[config.mk]
export PLATFORM = sky130hd
export DESIGN_NAME = vga_timing_gen
export DESIGN_NICKNAME = d
export VERILOG_FILES = /design/src/rtl/vga_timing_gen_pkg.sv /design/src/rtl/vga_timing_gen_delay_line.sv /design/src/rtl/vga_timing_gen.sv
export SDC_FILE = /design/constraint.sdc
export NUM_CORES = 1
export LEC_CHECK = 0
export CAP_MARGIN = 15
export CORE_MARGIN = 8
export CORE_UTILIZATION = 40
export CTS_BUF_LIST = sky130_fd_sc_hd__clkbuf_8 sky130_fd_sc_hd__clkbuf_16
export CTS_CLUSTER_DIAMETER = 200
export DETAILED_ROUTE_END_ITERATION = 12
export PLACE_DENSITY = 0.72
export SYNTH_ARGS = -nofsm -noshare
export SYNTH_HDL_FRONTEND = slang
export SYNTH_SLANG_ARGS = --single-unit
export TNS_END_PERCENT = 10
[constraint.sdc]
create_clock -name clk -period 1.9 [get_ports clk]
set_input_delay 0.38 -clock clk [delete_from_list [all_inputs] [get_ports clk]]
set_output_delay 0.38 -clock clk [all_outputs]
set_load 0.005 [all_outputs]
[src/rtl/vga_timing_gen_pkg.sv]
// Shared timing constants and types for the 640x480@60 VGA timing generator.
//   - Horizontal/vertical visible, porch and sync widths plus line/frame totals.
//   - Sync polarity (both syncs active low).
//   - tim_t: the {vis, hs, vs} bundle carried down the alignment delay line.
package vga_timing_gen_pkg;

    localparam logic [9:0] H_VIS  = 10'd640;
    localparam logic [9:0] H_FP   = 10'd16;
    localparam logic [9:0] H_SYNC = 10'd96;
    localparam logic [9:0] H_BP   = 10'd48;
    localparam logic [9:0] V_VIS  = 10'd480;
    localparam logic [9:0] V_FP   = 10'd10;
    localparam logic [9:0] V_SYNC = 10'd2;
    localparam logic [9:0] V_BP   = 10'd33;

    localparam logic [9:0] H_TOT = H_VIS + H_FP + H_SYNC + H_BP;  // 800
    localparam logic [9:0] V_TOT = V_VIS + V_FP + V_SYNC + V_BP;  // 525

    localparam logic SYNC_ACT = 1'b0;

    typedef struct packed {
        logic vis;
        logic hs;
        logic vs;
    } tim_t;

    // Idle bundle: blanked, both syncs inactive.
    localparam tim_t TIM_RST = '{vis: 1'b0, hs: ~SYNC_ACT, vs: ~SYNC_ACT};

    // True when lo <= x < lo + len.
    function automatic logic in_range(input logic [9:0] x, input logic [9:0] lo,
                                      input logic [9:0] len);
        return (x >= lo) && (x < lo + len);
    endfunction

endpackage

[src/rtl/vga_timing_gen_delay_line.sv]
// vga_delay_line: N-stage, W-bit shift register with asynchronous active-low
// reset to a parameterised value. N must be at least 1.
//   clk_i  : clock
//   rst_ni : asynchronous active-low reset, loads RST_VAL into every stage
//   d_i    : input word, enters stage 0
//   q_o    : word from the last stage (d_i delayed by N clocks)
module vga_delay_line
    import vga_timing_gen_pkg::*;
#(
    parameter int             N       = 1,
    parameter int             W       = 3,
    parameter logic [W-1:0]   RST_VAL = '0
) (
    input  logic         clk_i,
    input  logic         rst_ni,
    input  logic [W-1:0] d_i,
    output logic [W-1:0] q_o
);

    logic [N-1:0][W-1:0] stage_q;

    always_ff @(posedge clk_i or negedge rst_ni) begin
        if (!rst_ni) begin
            stage_q <= {N{RST_VAL}};
        end else begin
            stage_q[0] <= d_i;
            for (int i = 1; i < N; i++) begin
                stage_q[i] <= stage_q[i-1];
            end
        end
    end

    assign q_o = stage_q[N-1];

endmodule

[src/rtl/vga_timing_gen.sv]
// vga_timing_gen: 640x480@60 VGA timing from a 25 MHz pixel clock.
// Presents the visible pixel address to the display stage, accepts its colour
// DATA_LAT (0..4) clocks later, and registers colour, syncs and blank so the
// pins all describe the same pixel.
//   clk         : pixel clock
//   clrn        : asynchronous active-low reset
//   en          : display enable; low forces black, timing keeps running
//   vga_data    : {R,G,B} for the address presented DATA_LAT clocks earlier
//   h_addr      : visible column, 0 outside the visible window
//   v_addr      : visible row, 0 outside the visible window
//   frame_done  : high during the last clock of each frame
//   vga_hs/vs   : registered syncs, active low
//   vga_blank_n : registered, high while the output pixel is visible
//   vga_r/g/b   : registered colour
module vga_timing_gen
    import vga_timing_gen_pkg::*;
#(
    parameter int DATA_LAT = 1
) (
    input  logic        clk,
    input  logic        clrn,
    input  logic        en,
    input  logic [23:0] vga_data,
    output logic [9:0]  h_addr,
    output logic [9:0]  v_addr,
    output logic        frame_done,
    output logic        vga_hs,
    output logic        vga_vs,
    output logic        vga_blank_n,
    output logic [7:0]  vga_r,
    output logic [7:0]  vga_g,
    output logic [7:0]  vga_b
);

    logic [9:0] h_cnt_q, h_cnt_d;
    logic [9:0] v_cnt_q, v_cnt_d;
    logic       h_wrap, v_wrap;
    tim_t       raw, dly;

    logic        hs_q, hs_d;
    logic        vs_q, vs_d;
    logic        blank_n_q, blank_n_d;
    logic [23:0] rgb_q, rgb_d;

    always_comb begin
        h_wrap  = (h_cnt_q == H_TOT - 10'd1);
        v_wrap  = (v_cnt_q == V_TOT - 10'd1);
        h_cnt_d = h_wrap ? 10'd0 : h_cnt_q + 10'd1;
        v_cnt_d = v_cnt_q;
        if (h_wrap) begin
            v_cnt_d = v_wrap ? 10'd0 : v_cnt_q + 10'd1;
        end
    end

    always_ff @(posedge clk or negedge clrn) begin
        if (!clrn) begin
            h_cnt_q <= '0;
            v_cnt_q <= '0;
        end else begin
            h_cnt_q <= h_cnt_d;
            v_cnt_q <= v_cnt_d;
        end
    end

    always_comb begin
        raw.vis = (h_cnt_q < H_VIS) && (v_cnt_q < V_VIS);
        raw.hs  = in_range(h_cnt_q, H_VIS + H_FP, H_SYNC) ? SYNC_ACT : ~SYNC_ACT;
        raw.vs  = in_range(v_cnt_q, V_VIS + V_FP, V_SYNC) ? SYNC_ACT : ~SYNC_ACT;
    end

    assign h_addr     = raw.vis ? h_cnt_q : 10'd0;
    assign v_addr     = raw.vis ? v_cnt_q : 10'd0;
    assign frame_done = h_wrap && v_wrap;

    // Hold the timing bundle back by the display stage's read latency so it
    // meets vga_data for the same pixel at the output register.
    generate
        if (DATA_LAT == 0) begin : g_no_dly
            assign dly = raw;
        end else begin : g_dly
            vga_delay_line #(
                .N       (DATA_LAT),
                .W       (3),
                .RST_VAL (TIM_RST)
            ) u_dly (
                .clk_i  (clk),
                .rst_ni (clrn),
                .d_i    (raw),
                .q_o    (dly)
            );
        end
    endgenerate

    always_comb begin
        hs_d      = dly.hs;
        vs_d      = dly.vs;
        blank_n_d = dly.vis;
        rgb_d     = (dly.vis && en) ? vga_data : 24'h0;
    end

    always_ff @(posedge clk or negedge clrn) begin
        if (!clrn) begin
            hs_q      <= ~SYNC_ACT;
            vs_q      <= ~SYNC_ACT;
            blank_n_q <= 1'b0;
            rgb_q     <= '0;
        end else begin
            hs_q      <= hs_d;
            vs_q      <= vs_d;
            blank_n_q <= blank_n_d;
            rgb_q     <= rgb_d;
        end
    end

    assign vga_hs      = hs_q;
    assign vga_vs      = vs_q;
    assign vga_blank_n = blank_n_q;
    assign vga_r       = rgb_q[23:16];
    assign vga_g       = rgb_q[15:8];
    assign vga_b       = rgb_q[7:0];

endmodule

* Yosys cells after proc, flatten, opt, wreduce, memory -nomap -nowiden
Cells that the tools add are included.
Widths: inputs -> output; s select.
** Word-level totals
- Bits in registers :: 50
- Bits of input ports :: 27
- Output and inout port bits :: 48
- Word-level logic and storage cells :: 29
** Operators by class
- Add/subtract/negate cells :: 2
- $lt $le $gt $ge :: 6
- Equal/unequal tests :: 2
- Mux-type cells :: 7
- Reductions and logical operators :: 5
** Operators by type and width (count)
- $mux 10 :: 4
- $mux 24 :: 1
- $add 10x1->10 const B :: 2
- $eq 10x10->1 const B :: 2
- $lt 10x10->1 const B :: 2
- $lt 10x9->1 const B :: 2
- $ge 10x10->1 const B :: 1
- $ge 10x9->1 const B :: 1
- $logic_and 1x1->1 :: 5
- $mux 1 :: 2

* Logic depth before layout (Yosys ltp)
Gate-level depths: netlist of the first run.
- Depth in word-level cells :: 3
- Depth in mapped cells :: 6
- Depth with buffers taken out :: 6

* Cells and area by module
From an unflattened synthesis of the first run, not the netlist that was laid out.
** Unflattened totals
- Cells, all modules :: 186
- Area total of the unflattened synthesis :: 2153.3 um^2
** By module, submodules not included
- vga_timing_gen :: times used 1, cells each 183, area an instance 2075.7 um^2, sequential area each 1178.6 um^2
- vga_delay_line :: times used 1, cells each 3, area an instance 77.6 um^2, sequential area each 77.6 um^2

* Worst setup path before layout of the first run
Ideal clock, no wire load.
- Kind :: flip-flop to output port
- Start point :: register v_cnt_q[5]
- End point :: output h_addr[7]
- Arrival :: 1447 ps
- Required time :: 1520 ps
- Slack :: 73 ps
- Cell stages (with the launch flop) :: 6
- Buffers on the path :: 2
- Path through :: dfrtp_1 and4_1 clkbuf_1 nor3_1 buf_2 and2_2
** On the way
- Word-level cells in the longest chain between the ends :: 3
** RTL lines
- start: declaration :: line vga_timing_gen.sv:36 : logic [9:0] v_cnt_q, v_cnt_d;
- start signal: assignment :: line vga_timing_gen.sv:61 : v_cnt_q <= v_cnt_d;
- $lt 10x9->1 :: line vga_timing_gen.sv:66 : raw.vis = (h_cnt_q < H_VIS) && (v_cnt_q < V_VIS);
- $logic_and 1x1->1 :: line vga_timing_gen.sv:66
- net g_dly.u_dly.d_i[2] :: line vga_timing_gen_delay_line.sv:16 : input logic [W-1:0] d_i,
- $mux 10 :: line vga_timing_gen.sv:71 : assign h_addr = raw.vis ? h_cnt_q : 10'd0;
- end: declaration :: line vga_timing_gen.sv:24 : output logic [9:0] h_addr,
The timed path passes the listed nets, and every way through them passes these cells.

* Final worst setup path of the first run
- Start point :: register h_cnt_q[7]
- End point :: output h_addr[2]
** On the way
- Word-level cells in the longest chain between the ends :: 3
** RTL lines
- start: declaration :: line vga_timing_gen.sv:35 : logic [9:0] h_cnt_q, h_cnt_d;
- start signal: assignment :: line vga_timing_gen.sv:60 : h_cnt_q <= h_cnt_d;
- $lt 10x10->1 :: line vga_timing_gen.sv:66
- $logic_and 1x1->1 :: line vga_timing_gen.sv:66
- $mux 10 :: line vga_timing_gen.sv:71
No other way between the ends.

==> impl_results.md, run 1 <==
- Post-synthesis register bit count: 50
- Sw Pwr: approximately 400 uW
- Final worst setup slack: -0.170 ns
- Cell-internal power: 1450 uW
- Via density: about 5.0
- R2r startpoint: h_cnt_q[7]
- Max-cap viol count: 0
- Worst clock skew: 0.00473 ns
- Final setup vio count: 14
- Ports: 75
- Core area: approximately 5200 um2
- Fraction of registers with async set/reset: 100%
- Crit path from: h_cnt_q[7]
- Largest area contributor in the netlist: dfrtp_1
- Worst vdd ir: 0.334 mV
- Final period util: 109%
- Placed Instances: 358
- Power per cell area: 534 nW/um2
- Post-route cell area: roughly 3400 um2
- Clk Latency, worst-skew pair: between 0.2 and 0.3 ns
- Largest net degree at the start of global routing: 26
- Initial antenna violation count: 0
- Mapped Area: 2160 um2
- Rel. slew slack: 60.2%
- Mapped Nets: 218
- GRT Util Overall: 15.0%
- Leak: 0.00167 uW
- TritonCTS clock tree: yes
- Root Buffer: clkbuf_8
- Iter 0 DRT Violations: 71
- I/O Buffers: 73
- Main area contributors after synthesis: dfrtp_1 (53%), and3_1 (8.1%), dfstp_2 (4.9%), and2_1 (3.8%), xnor2_1 (3.7%)
- Routed vias: 1,885
- Avg Synthesized Cell Area: 11.5 um2
- Gate Count Post-Synth: 187
- Nets@finish: around 340
- Critical path class: register to output port
- Period minus WS final: 2.07 ns
- Routability-driven placement congestion ratio: 0.862
- CP Max Fanout: 3
- Seq/Total Area, Yosys: 58.2%
- CP required: between 1.5 and 2 ns
- Worst-margin pin slew: 0.597 ns
- Layout area overhead: 59.6%
- F_max: 0.483 GHz
- DRC: 0
- Clock Power Share: between 30% and 40%
- Layout cells sized above 1: 34.2%
- Worst Hold Launch: g_dly.u_dly.q_o[1]
- Seq pwr share: 59.7%
- Worst min-delay path class: register to register
- CP arrival: 1.69 ns
- GRT Residual Overflow: 0
- Violated checks: negative setup slack
- Cell Count, Final, Fillers Out: 377
- # clock sinks: 50
- Top cell type's share of synthesized area: 53.4%
- Die W: 89.4 um
- Number of synthesized flops with an enable pin: 0
- Dpl cell area: 3200 um2
- Outcome: complete, but fails checks
- Synth Warn #: 0
- Synth Flop Type: dfrtp_1
- Switching portion of total power: 21.2%
- Clk buf depth: 2
- Setup crit end kind: output port
- Power Total: 1840 uW
- Slew Limit Fails: 0
- Clock H-tree levels: 2
- Routed WL: 6070 um
- Vias in the first global route: 1,861
- Critical path launch point type: register
- RSZ-0062 raised after global routing: yes
- Fin Hold WS: 0.361 ns
- Router iterations before antenna repair: 4
- Clock transition at path regs: 0.09 ns
- # rows: 26
- Post-route ant nets: 0
- Wire length per cell: 16.1 um
- Die ar.: approximately 8000 um2
- Initial core utilization: 41.7%
- Num CTS Buffers: 5
- Comb pwr share: 8.6%
- Final hold violations: 0
- Synth unique cells: 37
- Die Y: 89.4 um
- Ant diodes: 0
- HPWL Detailed: 4470 um
- First-pass GRT wire length: 9140 um
[metrics by stage]
| stage | setup slack [ns] | util, % | setup TNS [ns] |
|---|---|---|---|
| 3_3_place_gp | -0.110 | 61.9 | -1.31 |
| 3_5_place_dp | -0.146 | 61.9 | -1.58 |
| 5_1_grt | -0.215 | 66.6 | -2.43 |
| 4_1_cts | -0.228 | 64.9 | -2.27 |
| 6_report | -0.170 | 66.6 | -1.39 |
| 2_1_floorplan | 0.0729 | - | 0 |
[cell usage in the layout, fill, tap and decap left out, drive strengths merged, types with 5 or more instances in the layout]
master,Yosys,routed
clkbuf,6,5
nand2,7,7
xnor2,9,9
and2,14,14
dfrtp,46,46
inv,6,7
clkdlybuf4s50,0,52
buf,4,69
and3,28,28
nand4,7,7
nor4,7,7
nor2,7,7
nand3,10,10
o21ai,5,5
[critical path, cell delays in order, from the launching register on]
cell and delay (ns):
dfrtp_1 0.40, o21a_1 0.22, nor3_4 0.19, buf_2 0.18, buf_6 0.10, buf_6 0.08
and2_4 0.12, buf_6 0.08
[cells in the mapped netlist, types with 3 or more instances]
cell type,n
nand2_1,7
nand4_1,6
nand3_1,10
nor4_1,5
clkbuf_1,6
dfstp_2,4
inv_1,6
ha_1,4
xnor2_1,9
and2_1,13
and3_1,28
xor2_1,4
nor3_1,3
dfrtp_1,46
nor2_1,7
o21ai_0,4
[final timing paths]
path / endpoint / cells past startpoint / slack, ns
setup / recovery: h_addr[2] / 7 / -0.17
hold / removal: vga_hs / 0 / 0.36
setup reg to reg: v_cnt_q[7] / 5 / 0.08
hold reg to reg: vga_hs / 0 / 0.36
max in group asynchronous: rgb_q[7] / 3 / 0.79
min in group asynchronous: rgb_q[3] / 2 / 0.53
[logic make-up after synthesis]
logic type | Yosys count | synth area share (%)
AO/OA/AOI/OAI | 9 | 2.38
XOR/XNOR | 13 | 5.28
adder cells (fa/ha/maj) | 4 | 2.32
buffers and inverters | 16 | 3.54
flip-flops | 50 | 58.2
other | 1 | 0.174
AND/OR/NAND/NOR | 94 | 28.1
[metal layers]
| layer | share of wire (%) | track usage [%] |
|---|---|---|
| met4 | 0.59 | 3.32 |
| met1 | 43 | 18.4 |
| met2 | 47 | 25.7 |
| met3 | 9.6 | 4.04 |
| met5 | 0 | 0 |
[power groups by stage]
| stage | clock network (uW) | logic, uW | registers (uW) |
|---|---|---|---|
| finish | 584 | 157 | 1100 |
| global route | 657 | 172 | 1100 |
| CTS | 602 | 161 | 1100 |
| detailed placement | 0 | 158 | 1120 |
| global placement | 0 | 155 | 1120 |
| floorplan | 0 | 22.1 | 1120 |
[area by class of cell]
cell class	instances	area [um2]
sequential	50	1260
multi-input combinational	121	930
inverter	6	22.5
fill	401	1730
timing repair buffer	122	1060
clock buffer	5	68.8
clock inverter	3	18.8
tap	70	87.6
[sequential cells by signal, indices dropped and copies added, names as in the netlist]
signal and count:
g_dly.u_dly.q_o 3, v_cnt_q 10, rgb_q 24, h_cnt_q 10, vga_vs 1, vga_blank_n 1, vga_hs 1
[repair_timing]
action                                 in CTS  in global routing
pin swaps                                  11                  4
hold buffers                                1                  0
endpoints found under the hold margin      10                  0
gates resized for setup                   102                 15
setup endpoints to repair                  20                 20
buffers inserted                            9                  0
gates cloned                                1                  0
(Power assumes the default switching activity.)
==> run 2: changes to the inputs <==
--- a/config.mk
+++ b/config.mk
@@ -12,6 +12,8 @@
 export CTS_CLUSTER_DIAMETER = 200
 export DETAILED_ROUTE_END_ITERATION = 12
 export PLACE_DENSITY = 0.72
+export SETUP_SLACK_MARGIN = 0.2
+export SKIP_CTS_REPAIR_TIMING = 1
 export SYNTH_ARGS = -nofsm -noshare
 export SYNTH_HDL_FRONTEND = slang
 export SYNTH_SLANG_ARGS = --single-unit
==> impl_results.md, run 2 (synthesis gave the netlist of run 1 again) <==
- Outcome: complete, but fails checks
- Violated checks: negative setup slack
- Dpl cell area: 3200 um2 (about the same)
- Final setup vio count: 18 (+4)
- Clock H-tree levels: 2 (unchanged)
- CP required: 1.52 ns (about the same)
- Clk buf depth: 2 (unchanged)
- # clock sinks: 50 (unchanged)
- Die ar.: 8000 um2 (unchanged)
- GRT Util Overall: 14.3% (-0.75 points)
- Leak: 0.00172 uW (+2.8%)
- Routed WL: 5820 um (-4.1%)
- Final hold violations: 0 (unchanged)
- Nets@finish: 338 (+0.30%)
- Worst min-delay path class: input pin to asynchronous set/reset pin
- Num CTS Buffers: 5 (unchanged)
- Max reg flops: 24 (unchanged)
- # rows: 26 (unchanged)
- Ant diodes: 0 (unchanged)
- TritonCTS clock tree: yes
- Crit path from: v_cnt_q[8]
- Crit path top cell by count: buf_6
- Worst clock skew: 0.00549 ns (+0.000761 ns)
- DRC: 0 (unchanged)
- Via density: 4.80 (-4.0%)
- Placed Instances: 356 (-0.56%)
- Routability-driven placement congestion ratio: 0.817 (-5.3%)
- Slowest cell delay on critical path: 0.42 ns (+0.02 ns)
- Setup crit end kind: output port
- Slew Limit Fails: 0 (unchanged)
- Largest net degree at the start of global routing: 30 (+15%)
- Clock transition at path regs: 0.08 ns (about the same)
- Routed vias: 1,815 (-3.7%)
- Critical path launch point type: register
- Wire length per cell: 15.4 um (-4.3%)
- Clk Latency, worst-skew pair: 0.30 ns (about the same)
- Worst R2R End: v_cnt_q[7]
- F_max: 0.473 GHz (-2.1%)
- R2r setup slk: 0.02 ns (-0.06 ns)
- I/O Buffers: 73 (unchanged)
- Max-cap viol count: 0 (unchanged)
- Ports: 75 (unchanged)
- Router iterations before antenna repair: 4 (unchanged)
- Final period util: 111% (+2.4 points)
- FILL cells: 397 (-1.0%)
- Period minus WS final: 2.11 ns (+0.0447 ns)
- Power per cell area: 534 nW/um2 (about the same)
- Core area: 5170 um2 (unchanged)
- Cell Count, Final, Fillers Out: 378 (+0.27%)
- RSZ-0062 raised after global routing: yes
- Post-route cell area: 3460 um2 (+0.51%)
- R2r startpoint: h_cnt_q[7]
- Most flops, register: rgb_q
- First-pass GRT wire length: 8710 um (-4.8%)
- Root Buffer: clkbuf_8
- Critical path's slowest cell: dfrtp_1
- Layout area overhead: 60.4%
- Commonest non-fill, non-tap cells in the layout: clkdlybuf4s50_1 (50), dfrtp_1 (46), buf_4 (37)
- Crit-path cells: and4_4 -> nor3_4 -> buf_6 -> buf_6 -> buf_6 -> buf_6 -> and2_4 -> buf_6
- Cell count of the worst reg-to-reg path: 6 (+1)
- Final worst setup slack: -0.215 ns (-0.0447 ns)
- Setup TNS: -1.77 ns (-0.388 ns)
- CP arrival: 1.73 ns (+0.04 ns)
- Vias in the first global route: 1,747 (-6.1%)
- Setup slack at placement: -0.144 ns (+0.00184 ns)
- Critical path class: register to output port
- HPWL Detailed: 4280 um (-4.2%)
- Die W: 89.4 um (unchanged)
- Critical Path End: h_addr[7]
- Layout cells sized above 1: 31.8% (-2.4 points)
- Post-route ant nets: 0 (unchanged)
- CP Max Fanout: 5 (+2)
- Initial core utilization: 41.7% (unchanged)
- Rel. slew slack: 59.6% (-0.58 points)
- Iter 0 DRT Violations: 42 (-41%)
- Initial antenna violation count: 0 (unchanged)
- Biggest regs: rgb_q x24, h_cnt_q x10, v_cnt_q x10
- Worst-margin pin slew: 0.605 ns (+0.00868 ns)
- GRT Residual Overflow: 0 (unchanged)
- Worst vdd ir: 0.241 mV (-28%)
- Die Y: 89.4 um (unchanged)
- Leading cell type in the layout, fill and taps excluded: clkdlybuf4s50_1
run 2: worst min path at each step:
| stage | depth (start not counted) | slack [ns] | end | start |
|---|---|---|---|---|
| 2_1_floorplan | 0 | 0.08 | g_dly.u_dly.q_o[2] | clrn |
| 3_3_place_gp | 0 | 0.35 | vga_vs | g_dly.u_dly.q_o[0] |
| 3_5_place_dp | 0 | 0.35 | vga_hs | g_dly.u_dly.q_o[1] |
| 4_1_cts | 1 | 0.06 | rgb_q[3] | clrn |
| 5_1_grt | 1 | 0.09 | h_cnt_q[6] | clrn |
| 6_report | 1 | 0.05 | rgb_q[3] | clrn |
run 2: metrics by stage:
step	utilization, %	hold slack [ns]	power, uW
3_3_place_gp	61.9	0.346	1270
4_1_cts	63.7	0.0632	1870
6_report	66.9	0.0513	1850
2_1_floorplan	-	0.0844	1140
5_1_grt	66.9	0.0921	1940
3_5_place_dp	61.9	0.351	1280
run 2: area by class of cell:
cell class	count	area [um2]	share of cell area, %
clock buffers	5	68.8	1.99
clock inverters	3	21.3	0.615
inverters	6	22.5	0.651
multi-input cells	121	880	25.4
flip-flops and latches	50	1260	36.3
well taps	70	87.6	2.53
repair buffers	123	1120	32.5
run 2: per-layer routing:
metal / up-vias / track usage [%] / routed length, um
li1: 893 / - / -
met1: 851 / 18.1 / 2550
met2: 69 / 22.6 / 2670
met3: 2 / 4.04 / 563
met4: 0 / 4.98 / 34
met5: - / 0 / 0
run 2: power breakdown:
group | leakage [uW] | internal, uW | switching, uW
Combinational | 0.00104 | 106 | 52.5
Sequential | 0.000634 | 1090 | 6.54
Clock | 0.0000441 | 259 | 335
run 2: critical path, delay by kind of cell (launching register included):
kind,cells,cell delay [ns]
and+or+nand+nor,3,0.53
DFF,1,0.42
buffers and inverters,5,0.48
==> run 3: changes to the inputs <==
--- a/config.mk
+++ b/config.mk
@@ -7,13 +7,12 @@
 export LEC_CHECK = 0
 export CAP_MARGIN = 15
 export CORE_MARGIN = 8
-export CORE_UTILIZATION = 40
+export CORE_UTILIZATION = 45
 export CTS_BUF_LIST = sky130_fd_sc_hd__clkbuf_8 sky130_fd_sc_hd__clkbuf_16
 export CTS_CLUSTER_DIAMETER = 200
 export DETAILED_ROUTE_END_ITERATION = 12
-export PLACE_DENSITY = 0.72
+export PLACE_DENSITY = 0.8
 export SETUP_SLACK_MARGIN = 0.2
-export SKIP_CTS_REPAIR_TIMING = 1
 export SYNTH_ARGS = -nofsm -noshare
 export SYNTH_HDL_FRONTEND = slang
 export SYNTH_SLANG_ARGS = --single-unit
==> constraint.sdc (replaced) <==
create_clock -name clk -period 1.9 [get_ports clk]
set_input_delay 0.38 -clock clk [delete_from_list [all_inputs] [get_ports clk]]
set_output_delay 0.38 -clock clk [all_outputs]
set_load 0.02 [all_outputs]
==> impl_results.md, run 3 (synthesis gave the netlist of run 1 again) <==
- Outcome: complete, but fails checks
- Violated checks: negative setup slack
- Clk Latency, worst-skew pair: 0.30 ns (about the same)
- Clock H-tree levels: 2 (unchanged)
- F_max: 0.484 GHz (+2.4%)
- Max reg flops: 24 (unchanged)
- Iter 0 DRT Violations: 97 (+130%)
- Power per cell area: 573 nW/um2 (+7.3%)
- GRT Residual Overflow: 0 (unchanged)
- Most flops, register: rgb_q
- Crit path top cell by count: buf_6
- CP Max Fanout: 3 (-2)
- HPWL Detailed: 4300 um (+0.49%)
- Hold path cells: 0
- Num CTS Buffers: 5 (unchanged)
- Commonest non-fill, non-tap cells in the layout: clkdlybuf4s50_1 (50), buf_4 (47), dfrtp_1 (46)
- Worst min-delay path class: register to register
- Final hold violations: 0 (unchanged)
- Layout area overhead: 65.0%
- Post-route ant nets: 0 (unchanged)
- Die Y: 85.2 um (-4.7%)
- R2r setup slk: -0.07 ns (-0.09 ns)
- Period minus WS final: 2.07 ns (-0.0486 ns)
- Cell count of the worst reg-to-reg path: 11 (+5)
- Slew Limit Fails: 0 (unchanged)
- Placed Instances: 341 (-4.2%)
- Ports: 75 (unchanged)
- Clock transition at path regs: 0.10 ns (+0.02 ns)
- I/O Buffers: 73 (unchanged)
- Critical path buffers and inverters: 2 (-3)
- Worst Hold End: vga_hs
- First-pass GRT wire length: 9540 um (+9.6%)
- Crit-path cells: buf_6 -> nor4b_4 -> nand4_1 -> nor2_2 -> buf_6
- Rel. slew slack: 59.5% (-0.15 points)
- Critical path launch point type: register
- Layout cells sized above 1: 36.8% (+5.0 points)
- # clock sinks: 50 (unchanged)
- Worst Hold Launch: g_dly.u_dly.q_o[1]
- Worst vdd ir: 0.352 mV (+46%)
- R2r startpoint: v_cnt_q[5]
- Largest delay contributor family on the critical path: simple AND/OR/NAND/NOR gates
- Leading cell type in the layout, fill and taps excluded: clkdlybuf4s50_1
- Clk buf depth: 2 (unchanged)
- # rows: 25 (-3.8%)
- Routability-driven placement congestion ratio: 0.898 (+9.9%)
- Initial antenna violation count: 0 (unchanged)
- Final setup vio count: 19 (+1)
- Critical path class: register to output port
- Initial core utilization: 46.3% (+4.6 points)
- Router iterations before antenna repair: 4 (unchanged)
- Die W: 85.2 um (-4.7%)
- Cell Count, Final, Fillers Out: 361 (-4.5%)
- CP arrival: 1.69 ns (-0.04 ns)
- Critical path's slowest cell: dfrtp_1
- Power Total: 2040 uW (+10%)
- Final period util: 109% (-2.6 points)
- Worst clock skew: 0.0114 ns (+0.00594 ns)
- RSZ-0062 raised after global routing: yes
- Vias in the first global route: 1,915 (+9.6%)
- Routed vias: 1,908 (+5.1%)
- Dpl cell area: 3180 um2 (-0.74%)
- Leak: 0.00171 uW (-0.24%)
- Routed WL: 6230 um (+6.9%)
- Biggest regs: rgb_q x24, h_cnt_q x10, v_cnt_q x10
- Wire length per cell: 17.2 um (+12%)
- DRC: 0 (unchanged)
- TritonCTS clock tree: yes
- Slowest cell delay on critical path: 0.42 ns (about the same)
- GRT Util Overall: 16.5% (+2.2 points)
- Final worst setup slack: -0.166 ns (+0.0486 ns)
- Root Buffer: clkbuf_8
- Max-cap viol count: 0 (unchanged)
- Setup crit end kind: output port
- Ant diodes: 0 (unchanged)
- Nets@finish: 337 (-0.30%)
- CP required: 1.52 ns (about the same)
- Largest net degree at the start of global routing: 26 (-13%)
- Worst R2R End: v_cnt_q[1]
- Worst-margin pin slew: 0.606 ns (+0.000320 ns)
- Post-route cell area: 3560 um2 (+2.8%)
- Die ar.: 7270 um2 (-9.2%)
- Core area: 4660 um2 (-9.9%)
- Via density: 5.29 (+10%)
## run 3: layout make-up
| type | count | area (um2) |
|---|---|---|
| Clock buffer | 5 | 68.8 |
| Sequential cell | 50 | 1260 |
| Timing Repair Buffer | 122 | 1130 |
| Clock inverter | 3 | 43.8 |
| Inverter | 6 | 22.5 |
| Fill cell | 290 | 1100 |
| Multi-Input combinational cell | 121 | 968 |
| Tap cell | 54 | 67.6 |
## run 3: what timing repair did
item	4_1_cts	5_1_grt
pin swaps	9	21
setup endpoints to repair	29	31
cloned	0	0
setup buffers	7	4
endpoints found under the hold margin	12	0
hold buffers	1	0
resized for setup	123	37
## run 3: power breakdown
group	leakage (uW)	internal (uW)	switching [uW]	total, uW
Clock	0.0000585	395	359	753
Sequential	0.000634	1090	6.24	1100
Combinational	0.00102	105	83.9	189
Total	0.00171	1590	449	2040
## run 3: how the worst max path moves through the flow
stage          startpoint         end  slack, ns  cells after the start
2_1_floorplan  v_cnt_q[5]   h_addr[0]       0.07                      3
3_3_place_gp   v_cnt_q[5]   h_addr[8]      -0.22                      5
3_5_place_dp   v_cnt_q[1]  frame_done      -0.26                      6
4_1_cts        v_cnt_q[7]  frame_done      -0.05                      5
5_1_grt        v_cnt_q[5]  frame_done      -0.27                      5
6_report       v_cnt_q[5]  frame_done      -0.17                      5
## run 3: metrics by stage
step                util, %  worst slack (ns)  hold slack, ns  setup TNS [ns]
CTS                    72.7           -0.0454           0.360          -0.312
finish                 76.3            -0.166           0.362          -0.771
global route           76.3            -0.269           0.366           -2.06
detailed placement     68.2            -0.262           0.309           -4.25
floorplan                 -            0.0664          0.0844               0
global placement       68.2            -0.223           0.307           -3.85
## run 3: metal layers
metal  track usage, %  part of all wire (%)
met5                0                     0
met4             4.37                   1.8
met1             19.4                    39
met3             5.21                    10
met2             28.3                    48
==> patch, RTL diff (config.mk and constraints of run 1) <==
Set the parameter `DATA_LAT` to 0 (it was 1).
--- a/src/rtl/vga_timing_gen.sv
+++ b/src/rtl/vga_timing_gen.sv
@@ -15,7 +15,7 @@
 module vga_timing_gen
     import vga_timing_gen_pkg::*;
 #(
-    parameter int DATA_LAT = 1
+    parameter int DATA_LAT = 0
 ) (
     input  logic        clk,
     input  logic        clrn,
Function: changed (a bounded check fails within 4 cycles, from zero or initial values).
==> patch against run 1 <==
- the flow still finishes with violations (setup timing)
- power rose by 4.6%
- synthesized area fell by 2.7%
- sequential cell count fell by 3
- cell area fell by 0.58%
- worst setup slack got worse by 0.11 ns
- routed wire length fell by 4.9%
- critical path depth rose by 1
- largest cell class unchanged
- highest routed layer unchanged
==> patch: results (changes against run 1) <==
[detailed_routing]
totalWireLength_um = 5774  ; -4.9%
first_iter_violations = 147  ; +110%
firstDrtPassIters = 4  ; unchanged
via_per_inst = 4.831  ; -3.4%

[grt]
grt_pass1_vias = 1789  ; -3.9%
antenna_found_initial = 0  ; unchanged
grt_max_degree = 26  ; unchanged
grt_pass1_wl_um = 8956  ; -2.0%
grt_usage_pct = 14.91  ; -0.10 points

[cells_and_area]
largestRegisters = rgb_q (24), h_cnt_q (10), v_cnt_q (10)
layout-drive-gt1-share_pct = 35.06  ; +0.86 points
layout.nets = 338  ; +0.30%
nFillCells = 424  ; +5.7%
antenna_cells = 0  ; unchanged

[sta]
worst_slew_pin_slew_ns = 0.5485  ; -0.04817 ns
hold_ws_ns = 0.06334  ; -0.2972 ns
drv_slew = 0  ; unchanged
fin_ws_ns = -0.2820  ; -0.1122 ns
fin_skew_ns = 0.005186  ; +0.0004519 ns
setup-violations-final = 19  ; +5

[placed_design]
io_buffer_count = 73  ; unchanged
gp_congestion = 0.8414  ; -2.4%
dp_slack_ns = -0.2701  ; -0.1238 ns
dp_hpwl_um = 4346  ; -2.8%

[synth]
synth_nets = 216  ; -0.92%
ys_seq_area_share_pct = 56.14  ; -2.1 points
synthTopCellsByCount = dfrtp_1 (45), and3_1 (26), and2_1 (15)
synthArstFlopShare_pct = 100.0  ; unchanged
synth.distinct_cells = 39  ; +5.4%
synth-warning-count = 0  ; unchanged
synthTopCellsByArea = dfrtp_1 (54%), and3_1 (7.7%), and2_1 (4.5%)

[critical_path]
cp.arrival_ns = 1.80  ; +0.11 ns
crit_fanout = 3  ; unchanged
r2r_cells = 6  ; +1
critPathLaunch = v_cnt_q[6]$_DFFE_PN0N_
worstReg2RegStart = h_cnt_q[0]$_DFF_PN0_
crit_end = v_addr[6]
r2r_slack_ns = 0.09
r2r-end = v_cnt_q[3]$_DFFE_PN0N_
slowest_delay_ns = 0.40  ; about the same
crit_family = simple AND/OR/NAND/NOR gates
critical-path-slowest-cell = dfrtp_1

[power]
ir_worst_vdd_mv = 0.4091  ; +22%
leakagePower_nw = 1.678  ; +0.40%

[clock_tree]
clk_pin_slew_worst_paths_ns = 0.09  ; about the same
cts_buffers = 5  ; unchanged
cts_max_path_buffers = 2  ; unchanged
insertion_delay_ns = 0.29  ; about the same
cts_max_level = 2  ; unchanged
cts_root_buffer = clkbuf_8

[run_status]
status = finished with violations
violations = setup timing

[min_path]
min_path_type = in -> async

-- patch: cell type report --
cell class / count / area [um^2] / area share (%)
sequential: 47 / 1179 / 34.43
timing repair buffer: 126 / 1104 / 32.24
multi-input combinational: 123 / 922.1 / 26.94
tap: 70 / 87.58 / 2.558
clock buffer: 5 / 68.82 / 2.010
clock inverter: 3 / 47.55 / 1.389
inverter: 4 / 15.01 / 0.4386
-- patch: cell families (layout without fill, tap and decap cells) --
family                   count (synthesis)  count (layout)  synth area share, %
AO/OA/AOI/OAI                            9               9                2.562
XOR/XNOR                                14              14                5.840
adder cells (fa/ha/maj)                  4               4                2.384
buffers and inverters                   15             138                3.873
flip-flops                              47              47                56.14
other                                    1               1               0.1786
AND/OR/NAND/NOR                         95              95                29.02
-- patch: metrics by stage --
stage	cells	utilization (%)	total power [W]	instance area, um^2	setup TNS, ns
6_report	378	67.46	0.001922	3423	-3.310
4_1_cts	378	66.77	0.001946	3388	-3.224
3_3_place_gp	358	62.52	0.001209	3173	-3.803
2_1_floorplan	185	-	0.001078	2100	0
5_1_grt	378	67.46	0.002003	3423	-4.614
3_5_place_dp	358	62.52	0.001213	3173	-4.154
-- patch: per-layer routing --
layer | part of all wire [%] | global-route usage, %
met4 | 1.4 | 5.837
met1 | 41 | 18.44
met5 | 0 | 0
met3 | 5.7 | 2.228
met2 | 52 | 25.39
-- patch: repair_timing --
| item | 4_1_cts | 5_1_grt |
|---|---|---|
| pin swaps | 14 | 5 |
| gates cloned | 1 | 0 |
| setup buffers | 11 | 1 |
| endpoints found under the setup margin | 20 | 21 |
| gates resized for setup | 100 | 8 |
-- patch: report_power, final --
group	leakage (nW)	internal (W)	switching, W
clock	0.0587	0.000399	0.000334
sequential	0.604	0.00102	0.00000628
combinational	1.02	0.000106	0.0000521
